**src/rtl/mem_arb_pkg.sv**
```systemverilog
// rtl/mem_arb_pkg.sv - shared types and line geometry for mem_arbiter
package mem_arb_pkg;

  typedef enum logic [2:0] {IDLE, IC_RD, DC_RD, DC_WR, DONE} arb_state_e;
  typedef enum logic {GNT_IC = 1'b0, GNT_DC = 1'b1} gnt_e;

  localparam int LINE_WORDS  = 4;
  localparam int OFFSET_BITS = $clog2(LINE_WORDS) + 2;

  // Byte-offset bits below the line address for a given line size.
  function automatic int offset_bits(input int words_per_line);
    return $clog2(words_per_line) + 2;
  endfunction

endpackage

```
**src/rtl/rr_arb2.sv**
```systemverilog
// rtl/rr_arb2.sv - combinational two-way round-robin pick between I-cache and D-cache
import mem_arb_pkg::*;

module rr_arb2 (
  input  logic ic_req,
  input  logic dc_req,
  input  gnt_e last,
  output logic valid,
  output gnt_e grant
);

  always_comb begin
    valid = ic_req | dc_req;
    grant = GNT_IC;
    if (ic_req && dc_req) begin
      grant = (last == GNT_IC) ? GNT_DC : GNT_IC;
    end else if (dc_req) begin
      grant = GNT_DC;
    end
  end

endmodule

```
**src/rtl/mem_arbiter.sv**
```systemverilog
// rtl/mem_arbiter.sv - shares one memory port between I-cache refill and D-cache line bursts
import mem_arb_pkg::*;

module mem_arbiter #(
  parameter int ADDR_W         = 32,
  parameter int DATA_W         = 32,
  parameter int WORDS_PER_LINE = 1 << (OFFSET_BITS - 2)
) (
  input  logic                              CLK,
  input  logic                              RST,
  input  logic                              ic_req,
  input  logic [ADDR_W-1:0]                 ic_addr,
  output logic                              ic_rvalid,
  output logic                              ic_done,
  input  logic                              dc_req,
  input  logic                              dc_we,
  input  logic [ADDR_W-1:0]                 dc_addr,
  input  logic [DATA_W-1:0]                 dc_wdata,
  output logic                              dc_wready,
  output logic                              dc_rvalid,
  output logic                              dc_done,
  output logic [$clog2(WORDS_PER_LINE)-1:0] beat,
  output logic [DATA_W-1:0]                 rdata,
  output logic [ADDR_W-1:0]                 mem_addr,
  output logic [DATA_W-1:0]                 mem_wdata,
  output logic                              mem_re,
  output logic                              mem_we,
  input  logic [DATA_W-1:0]                 mem_rdata,
  input  logic                              mem_ack
);

  localparam int BEAT_W = $clog2(WORDS_PER_LINE);
  localparam int OFF_W  = offset_bits(WORDS_PER_LINE);
  localparam int LINE_W = ADDR_W - OFF_W;
  localparam logic [BEAT_W-1:0] LAST_BEAT = BEAT_W'(WORDS_PER_LINE - 1);

  arb_state_e        state_q, state_d;
  logic [BEAT_W-1:0] beat_q;
  logic [LINE_W-1:0] line_q;
  gnt_e              gnt_q, last_q;
  logic              arb_valid;
  gnt_e              arb_grant;
  logic              burst;
  logic              unused_offset;

  assign unused_offset = ^{ic_addr[OFF_W-1:0], dc_addr[OFF_W-1:0]};

  rr_arb2 u_rr_arb2 (
    .ic_req (ic_req),
    .dc_req (dc_req),
    .last   (last_q),
    .valid  (arb_valid),
    .grant  (arb_grant)
  );

  assign burst = (state_q == IC_RD) || (state_q == DC_RD) || (state_q == DC_WR);
  assign beat  = beat_q;
  assign rdata = mem_rdata;

  always_ff @(posedge CLK) begin
    if (RST) begin
      state_q <= IDLE;
      beat_q  <= '0;
      line_q  <= '0;
      gnt_q   <= GNT_IC;
      last_q  <= GNT_IC;
    end else begin
      state_q <= state_d;
      if (state_q == IDLE && arb_valid) begin
        gnt_q  <= arb_grant;
        beat_q <= '0;
        line_q <= (arb_grant == GNT_IC) ? ic_addr[ADDR_W-1:OFF_W] : dc_addr[ADDR_W-1:OFF_W];
      end
      // The counter parks on the last beat; only a new grant rewinds it.
      if (burst && mem_ack && beat_q != LAST_BEAT) begin
        beat_q <= beat_q + 1'b1;
      end
      if (state_q == DONE) begin
        last_q <= gnt_q;
      end
    end
  end

  always_comb begin
    state_d   = state_q;
    ic_rvalid = 1'b0;
    dc_rvalid = 1'b0;
    dc_wready = 1'b0;
    ic_done   = 1'b0;
    dc_done   = 1'b0;
    mem_re    = 1'b0;
    mem_we    = 1'b0;
    mem_addr  = '0;
    mem_wdata = '0;
    case (state_q)
      IDLE: begin
        if (arb_valid) begin
          if (arb_grant == GNT_IC) state_d = IC_RD;
          else                     state_d = dc_we ? DC_WR : DC_RD;
        end
      end
      IC_RD: begin
        mem_re    = 1'b1;
        ic_rvalid = mem_ack;
        mem_addr  = {line_q, beat_q, 2'b00};
        if (mem_ack && beat_q == LAST_BEAT) state_d = DONE;
      end
      DC_RD: begin
        mem_re    = 1'b1;
        dc_rvalid = mem_ack;
        mem_addr  = {line_q, beat_q, 2'b00};
        if (mem_ack && beat_q == LAST_BEAT) state_d = DONE;
      end
      DC_WR: begin
        mem_we    = 1'b1;
        dc_wready = mem_ack;
        mem_addr  = {line_q, beat_q, 2'b00};
        mem_wdata = dc_wdata;
        if (mem_ack && beat_q == LAST_BEAT) state_d = DONE;
      end
      DONE: begin
        ic_done = (gnt_q == GNT_IC);
        dc_done = (gnt_q == GNT_DC);
        state_d = IDLE;
      end
      default: state_d = IDLE;
    endcase
  end

endmodule

```
**config.mk**
```make
export PLATFORM = sky130hd
export DESIGN_NAME = mem_arbiter
export DESIGN_NICKNAME = d
export VERILOG_FILES = /design/src/rtl/mem_arb_pkg.sv /design/src/rtl/rr_arb2.sv /design/src/rtl/mem_arbiter.sv
export SDC_FILE = /design/constraint.sdc
export NUM_CORES = 1
export LEC_CHECK = 0
export ABC_CLOCK_PERIOD_IN_PS = 1600
export CAP_MARGIN = 10
export CORE_ASPECT_RATIO = 0.8
export CORE_MARGIN = 10
export CORE_UTILIZATION = 30
export CTS_CLUSTER_SIZE = 12
export DETAILED_ROUTE_END_ITERATION = 8
export GPL_TIMING_DRIVEN = 0
export PLACE_DENSITY = 0.82
export SETUP_SLACK_MARGIN = 0.1
export SYNTH_ARGS = -nofsm -noshare
export SYNTH_HDL_FRONTEND = slang
export SYNTH_SLANG_ARGS = --single-unit
export TNS_END_PERCENT = 100
```
**constraint.sdc**
```tcl
create_clock -name CLK -period 1.6 [get_ports CLK]
set_input_delay 0.16 -clock CLK [delete_from_list [all_inputs] [get_ports CLK]]
set_output_delay 0.16 -clock CLK [all_outputs]
set_load 0.02 [all_outputs]
```
==> impl_results.rst, run 1 <==
.. list-table::
   :header-rows: 1

   * - Metric
     - Value
   * - Total GRT Usage
     - 0.178
   * - Worst hold slack across all endpoints
     - 0.393 ns
   * - Commonest cells after routing, fill and taps aside
     - 124 x clkdlybuf4s50_1, 75 x buf_6, 62 x and2_4
   * - Setup slack of the most critical reg-to-reg path
     - approximately 0.14 ns
   * - DIE AREA
     - 12000 µm²
   * - Instance area after placement
     - ~4500 µm²
   * - Leakage component of the power
     - 0.00231 µW
   * - Critical path class
     - reg2out
   * - Post-route cell area
     - 5180 µm²
   * - TritonCTS clock tree
     - yes
   * - Power density over the cells
     - 763 nW/µm²
   * - I/O pin count
     - 239
   * - Area added between synthesis and finish
     - 116%
   * - Number of hold buffers added after CTS
     - 0
   * - Capture point of the worst path
     - mem_addr[24]
   * - Number of rows created at floorplan
     - 29
   * - Clock slew at reported path FFs
     - about 0.07 ns
   * - Dominant synthesized flop cell
     - dfxtp_1
   * - Worst path arrival time
     - between 1.5 and 2 ns
   * - Result of the run
     - finished with violations
   * - Worst slack at placement
     - -0.535 ns
   * - Final setup fails
     - 40
   * - Distinct cells, synth
     - 34
   * - CTS buffer count
     - 5
   * - Core outline area
     - 7870 µm²
   * - Max cap viols
     - 0
   * - Clock tree sinks
     - 35
   * - Wire length of the first global-routing pass
     - about 17000 µm
   * - Fill cells
     - 649
   * - Number of global-route vias before repair
     - 2991
   * - RSZ-0062 raised after global routing
     - yes
   * - Type of origin of the critical path
     - flip-flop
   * - CP max stage cell
     - dfxtp_2
   * - Most numerous cell on the critical path
     - buf_6
   * - Post-Synthesis Mean Instance Area
     - 8.51 µm²
   * - Beginning of the worst hold path
     - RST
   * - Max Clk Rate
     - 598 MHz
   * - Max VDD drop
     - 425 µV
   * - Path category of the worst min-delay check
     - in2reg
   * - Number of DRC violations after detailed routing
     - 0
   * - Die Span X
     - 120 µm
   * - Final Hold Violating Endpoints
     - 0
   * - Most common library cell in the layout ignoring fill and taps
     - clkdlybuf4s50_1
   * - Series of cell instances along the critical path
     - buf_6 -> o21ba_4 -> buf_8 -> buf_12 -> and2_4 -> buf_6
   * - Number of I/O port buffers
     - 195
   * - Number of max-slew violations in the final report
     - 0
   * - Number of register bits inferred by synthesis
     - 35
   * - Normalized max-slew margin
     - 0.603
   * - Depth of the worst register-to-register path
     - 7
   * - Largest stage delay on the critical path
     - 0.32 ns
   * - Post-DR wirelength/cell
     - ~19 µm
   * - Drt via density
     - 4.66
   * - Number of flops mapped to enable cells by yosys
     - 0
   * - Clock period minus worst slack
     - roughly 1.7 ns
   * - Max Root-Sink Buffers
     - 2
   * - Number of DRC markers after the initial detailed-route iteration
     - 60
   * - Critical path origin
     - state_q[1]
   * - Maximum clock skew at final layout
     - around 0.0023 ns
   * - Initial antenna violation count
     - 0
   * - Antenna cell count
     - 0
   * - Remaining Overflow, GRT
     - 0
   * - GPL Wtd Cong
     - 0.752
   * - Share of the yosys chip area belonging to registers
     - 0.292
   * - Initial Util
     - 0.305
   * - Endpoint of the worst register-to-register path
     - line_q[5]
   * - Cell at the root of the clock tree
     - clkbuf_8
   * - Routed Antenna Nets
     - 0
   * - Via count
     - 2868
   * - Least-Margin Pin Slew
     - 0.595 ns
   * - Clk_lat worst skew
     - 0.29 ns
   * - Crit path required time
     - 1.44 ns
   * - Critical R2R Launch
     - state_q[2]
   * - Total Negative Setup Slacks
     - -1.04 ns
   * - Warning count from the yosys run
     - 0
   * - Endpoint kind of the worst setup timing path
     - output port
   * - Number of nets at the end of the flow
     - 642
   * - Vertical die dimension
     - 100 µm
   * - Overall power
     - a little under 4000 µW
   * - First-pass detailed-route iteration total
     - 4
   * - Largest net degree at the start of global routing
     - 11
   * - Half-perimeter wire length after detailed placement
     - 9260 µm
   * - Post-synthesis async set-or-reset flop share
     - 0
   * - Total length of routed wires
     - 11600 µm
   * - Post-Synthesis Cell Area
     - ~2400 µm²
   * - Violated checks
     - setup timing
   * - Maximum fanout along the worst path
     - 7
   * - Synthesized instance count
     - between 200 and 300
   * - Deepest level of the CTS H-tree
     - 2
   * - Ratio of final minimum period to clock period
     - 1.05
   * - Fraction of layout instances using a drive strength above 1
     - 0.456
   * - Worst hold stages
     - 2
   * - PnR worst setup slack
     - -0.0724 ns
==> through the flow <==
stage	utilization	std cells
floorplan	-	283
global placement	0.570	586
detailed placement	0.570	586
CTS	0.643	612
global route	0.659	615
finish	0.659	615
==> power breakdown <==
part           internal [µW]  leakage, µW  total, µW  switching [µW]
Sequential              1020     0.000291       1090            77.9
Combinational           1230      0.00197       2210             972
Clock                    338    0.0000470        656             319
==> worst max-delay path, delay by kind of cell (launching register included) <==
family | cells | cell delay [ns]
simple gates | 1 | 0.13
buf+inv | 4 | 0.50
flops | 1 | 0.32
compound gates | 1 | 0.27
==> how the worst min path moves through the flow <==
stage | slack (ns) | end
floorplan | 0.33 | state_q[2]
global placement | 0.49 | gnt_q
finish | 0.39 | line_q[21]
CTS | 0.40 | line_q[20]
detailed placement | 0.51 | line_q[18]
global route | 0.42 | line_q[21]
==> cell usage after synthesis (3+ instances only) <==
library cell | instances | share of area
nor2_1 | 3 | 0.0047
dfxtp_1 | 35 | 0.29
buf_2 | 11 | 0.023
buf_4 | 39 | 0.12
mux2i_1 | 30 | 0.13
nand2_1 | 3 | 0.0047
a21oi_1 | 31 | 0.065
clkbuf_1 | 9 | 0.014
and2_1 | 64 | 0.17
a211oi_1 | 28 | 0.088
==> registers in the layout, indices dropped and copies added (netlist names) <==
register	cells
beat	2
gnt_q	1
last_q	1
line_q	28
state_q	3
==> timing repair <==
| action | CTS | global route |
|---|---|---|
| cloned | 6 | 1 |
| gates resized for setup | 494 | 43 |
| pin swaps | 49 | 15 |
| setup buffers | 13 | 4 |
| setup endpoints to repair | 71 | 98 |
==> area by class of cell <==
type	instances	area, µm²	share of cell area
flip-flops and latches	35	704	0.136
well taps	108	135	0.0261
inverters	1	3.75	0.000724
multi-input cells	189	1530	0.295
repair buffers	217	2240	0.433
clock buffers	6	82.6	0.0159
clock inverters	1	5.00	0.000965
plain buffers	58	478	0.0922
==> metal layers <==
| layer | track usage | vias up | wire length [µm] |
|---|---|---|---|
| met1 | 0.200 | 1348 | 4480 |
| met4 | 0.0250 | 0 | 72 |
| li1 | - | 1398 | - |
| met5 | 0 | - | 0 |
| met3 | 0.0595 | 10 | 896 |
| met2 | 0.328 | 112 | 6130 |
==> cell families (layout without fill, tap and decap cells) <==
logic type | Yosys count | count (layout) | synth area share
buf+inv | 60 | 283 | 0.161
simple gates | 86 | 87 | 0.228
xor+xnor | 1 | 1 | 0.00365
fa+ha+maj | 1 | 1 | 0.00521
other cells | 1 | 2 | 0.00156
flops | 35 | 35 | 0.292
compound gates | 68 | 68 | 0.184
mux | 30 | 30 | 0.125
Power figures use the tool's default switching activity.
==> run 2: changes to the inputs <==
CORE_AREA = 10 10 85 87   (was not set)
CORE_ASPECT_RATIO = not set   (was 0.8)
CORE_MARGIN = not set   (was 10)
CORE_UTILIZATION = not set   (was 30)
DIE_AREA = 0 0 95 97   (was not set)
DONT_BUFFER_PORTS = 1   (was not set)
PLACE_DENSITY = 0.58   (was 0.82)
==> run 2 against run 1 <==
Effect of this change: the run still ends with setup timing left; sequential cell count stayed put; sequential share of layout area is 8.6 points higher; clock-buffer cell count stayed put; clock power is 17% higher; sequential power hardly changed; via count is 25% lower; cell area is 39% lower; hold slack worse by 0.36 ns; global-route usage is 1.1 points higher; utilization is 7.6 points lower; critical path type unchanged; critical endpoint is now mem_wdata[24].
==> impl_results.rst, run 2 (synthesis gave the netlist of run 1 again) <==
.. list-table::
   :header-rows: 1

   * - Metric
     - Value
   * - Largest delay contributor family on the critical path
     - simple AND/OR/NAND/NOR gates
   * - Ratio of final minimum period to clock period
     - 1.01 (-0.0306)
   * - Path category of the worst min-delay check
     - in2reg
   * - Antenna cell count
     - 0 (unchanged)
   * - Number of max-slew violations in the final report
     - 0 (unchanged)
   * - Final setup fails
     - 24 (-40%)
   * - I/O pin count
     - 239 (unchanged)
   * - Remaining Overflow, GRT
     - 0 (unchanged)
   * - Setup slack of the most critical reg-to-reg path
     - 0.10 ns (-0.04 ns)
   * - Worst hold stages
     - 2 (unchanged)
   * - Clock period minus worst slack
     - 1.62 ns (-0.0489 ns)
   * - Final Hold Violating Endpoints
     - 0 (unchanged)
   * - Max VDD drop
     - 565 µV (+33%)
   * - Endpoint kind of the worst setup timing path
     - output port
   * - Depth of the worst register-to-register path
     - 6 (-1)
   * - Largest net degree at the start of global routing
     - 11 (unchanged)
   * - Wire length of the first global-routing pass
     - 13800 µm (-19%)
   * - Number of DRC violations after detailed routing
     - 0 (unchanged)
   * - Number of DRC markers after the initial detailed-route iteration
     - 39 (-35%)
   * - Critical R2R Launch
     - state_q[2]
   * - CP max stage cell
     - dfxtp_2
   * - Half-perimeter wire length after detailed placement
     - 7260 µm (-22%)
   * - Commonest cells after routing, fill and taps aside
     - 64 x and2_4, 53 x buf_4, 31 x a21oi_1, 31 x dfxtp_1, 30 x mux2i_1
   * - Series of cell instances along the critical path
     - buf_6 -> and3b_2 -> buf_12 -> buf_8 -> and2_4
   * - Max reg flops
     - 28 (unchanged)
   * - Internal power
     - 2190 µW (-15%)
   * - Initial antenna violation count
     - 0 (unchanged)
   * - Max Root-Sink Buffers
     - 2 (unchanged)
   * - Net switching power of the design
     - 1230 µW (-10%)
   * - Leakage component of the power
     - 0.00143 µW (-38%)
   * - Clock tree sinks
     - 35 (unchanged)
   * - Number of standard cells in the final layout excluding fillers
     - 387 (-37%)
   * - Deepest level of the CTS H-tree
     - 2 (unchanged)
   * - CTS buffer count
     - 5 (unchanged)
   * - GPL Wtd Cong
     - 0.851 (+13%)
   * - Logic pwr share
     - 0.453 (-0.105)
   * - Maximum clock skew at final layout
     - 0.00376 ns (+0.00142 ns)
   * - Clock slew at reported path FFs
     - 0.07 ns (about the same)
   * - Clk_lat worst skew
     - 0.29 ns (about the same)
   * - Number of global-route vias before repair
     - 2256 (-25%)
   * - Worst slack at placement
     - -0.0440 ns (+0.491 ns)
   * - Max cap viols
     - 0 (unchanged)
   * - Number of nets at the end of the flow
     - 450 (-30%)
   * - Switching share of total power
     - 0.359 (+0.0134)
   * - Fraction of layout instances using a drive strength above 1
     - 0.527 (+0.0714)
   * - Fraction of power consumed by sequential logic
     - 0.322 (+0.045)
   * - Area added between synthesis and finish
     - 32.8%
   * - Number of hold buffers added after CTS
     - 0 (unchanged)
   * - Die Span X
     - 95 µm (-21%)
   * - Initial Util
     - 0.439 (+0.134)
   * - Power density over the cells
     - 1070 nW/µm² (+41%)
   * - Cells after DPL
     - 355 (-39%)
   * - Clock group share of total power
     - 0.225 (+0.059)
   * - Cell at the root of the clock tree
     - clkbuf_8
   * - RSZ-0062 raised after global routing
     - yes
   * - Max Clk Rate
     - 616 MHz (+3.0%)
   * - Maximum fanout along the worst path
     - 6 (-1)
   * - Routed Antenna Nets
     - 0 (unchanged)
   * - Violated checks
     - setup timing
   * - Most common library cell in the layout ignoring fill and taps
     - and2_4
   * - Total GRT Usage
     - 0.189 (+0.0106)
   * - Least-Margin Pin Slew
     - 0.516 ns (-0.0792 ns)
   * - Vertical die dimension
     - 97 µm (-3.0%)
   * - Drt via density
     - 5.55 (+19%)
   * - Total Negative Setup Slacks
     - -0.343 ns (+0.695 ns)
   * - Post-DR wirelength/cell
     - 24.7 µm (+31%)
   * - PnR worst setup slack
     - -0.0235 ns (+0.0489 ns)
   * - Critical path class
     - reg2out
   * - DIE AREA
     - 9220 µm² (-23%)
   * - Core outline area
     - 5470 µm² (-30%)
   * - Result of the run
     - finished with violations
   * - Type of origin of the critical path
     - flip-flop
   * - Number of rows created at floorplan
     - 27 (-6.9%)
   * - Number of I/O port buffers
     - 0 (-100%)
   * - Largest stage delay on the critical path
     - 0.33 ns (about the same)
   * - Via count
     - 2148 (-25%)
   * - End of the worst hold path
     - beat[1]
   * - Worst path arrival time
     - 1.46 ns (-0.05 ns)
   * - TritonCTS clock tree
     - yes
   * - Beginning of the worst hold path
     - mem_ack
   * - Endpoint of the worst register-to-register path
     - line_q[17]
   * - Crit path required time
     - 1.44 ns (about the same)
   * - First-pass detailed-route iteration total
     - 4 (unchanged)
   * - Total length of routed wires
     - 9550 µm (-18%)
   * - Buffers & Inverters on Critical Path
     - 3 (-1)
   * - Normalized max-slew margin
     - 0.656 (+0.0528)
   * - Most flops, register
     - line_q
## run 2: cell count changes in the layout (fill, tap and decap cells not counted), moves of 3 or more
cell | previous run | this run
buf_8 | 8 | 3
clkdlybuf4s50_1 | 124 | 0
buf_6 | 75 | 11
a211oi_1 | 25 | 28
clkbuf_4 | 3 | 0
a211oi_2 | 3 | 0
buf_2 | 2 | 5
## run 2: layout make-up
type / count / area, µm²
Buffer: 59 / 503
Timing Repair Buffer: 24 / 235
Multi-Input combinational cell: 189 / 1550
Clock inverter: 1 / 30.0
Sequential cell: 35 / 706
Clock buffer: 6 / 72.6
Fill cell: 505 / 2290
Inverter: 1 / 3.75
Tap cell: 72 / 90.1
## run 2: through the flow
step / util / area, µm² / total power [µW] / hold WS, ns
after floorplan: - / 2400 / 2010 / 0.326
after global placement: 0.456 / 2490 / 2220 / 0.346
after detailed placement: 0.456 / 2490 / 2230 / 0.346
after CTS: 0.567 / 3100 / 3360 / 0.0334
after global routing: 0.582 / 3190 / 3610 / 0.0358
final: 0.582 / 3190 / 3420 / 0.0353
## run 2: worst register-to-register path, cell delays in order, from the launching register on
cell,delay (ns)
dfxtp_2,0.33
buf_6,0.12
buf_2,0.14
nor3_2,0.31
buf_4,0.24
a21oi_1,0.08
a211oi_1,0.20
## run 2: routing by layer
layer  routed length (µm)  track usage  share of wire
met3                 1160       0.0918           0.12
met5                    0            0              0
met1                 3210        0.186           0.34
met4                  166       0.0481          0.017
met2                 5010        0.341           0.52
## run 2: how the worst max path moves through the flow
stage,start,to,slack (ns),depth (start not counted)
global placement,state_q[2],mem_addr[31],-0.04,4
detailed placement,state_q[2],mem_addr[31],-0.04,4
floorplan,state_q[1],mem_wdata[22],0.24,4
global route,state_q[2],mem_wdata[2],-0.07,5
finish,state_q[2],mem_wdata[24],-0.02,5
CTS,state_q[2],mem_wdata[15],-0.03,5
## run 2: repair_timing
action / 4_1_cts / 5_1_grt
endpoints found under the hold margin: 0 / 0
pin swaps: 54 / 11
cloned: 5 / 2
setup endpoints to repair: 68 / 98
buffers inserted: 15 / 5
gates resized for setup: 169 / 21
## run 2: power by group through the flow
stage               Combinational, µW  Clock [µW]  Sequential (µW)
detailed placement               1130           0             1100
floorplan                         927           0             1080
CTS                              1470         788             1100
finish                           1550         770             1100
global placement                 1130           0             1100
global route                     1670         825             1120
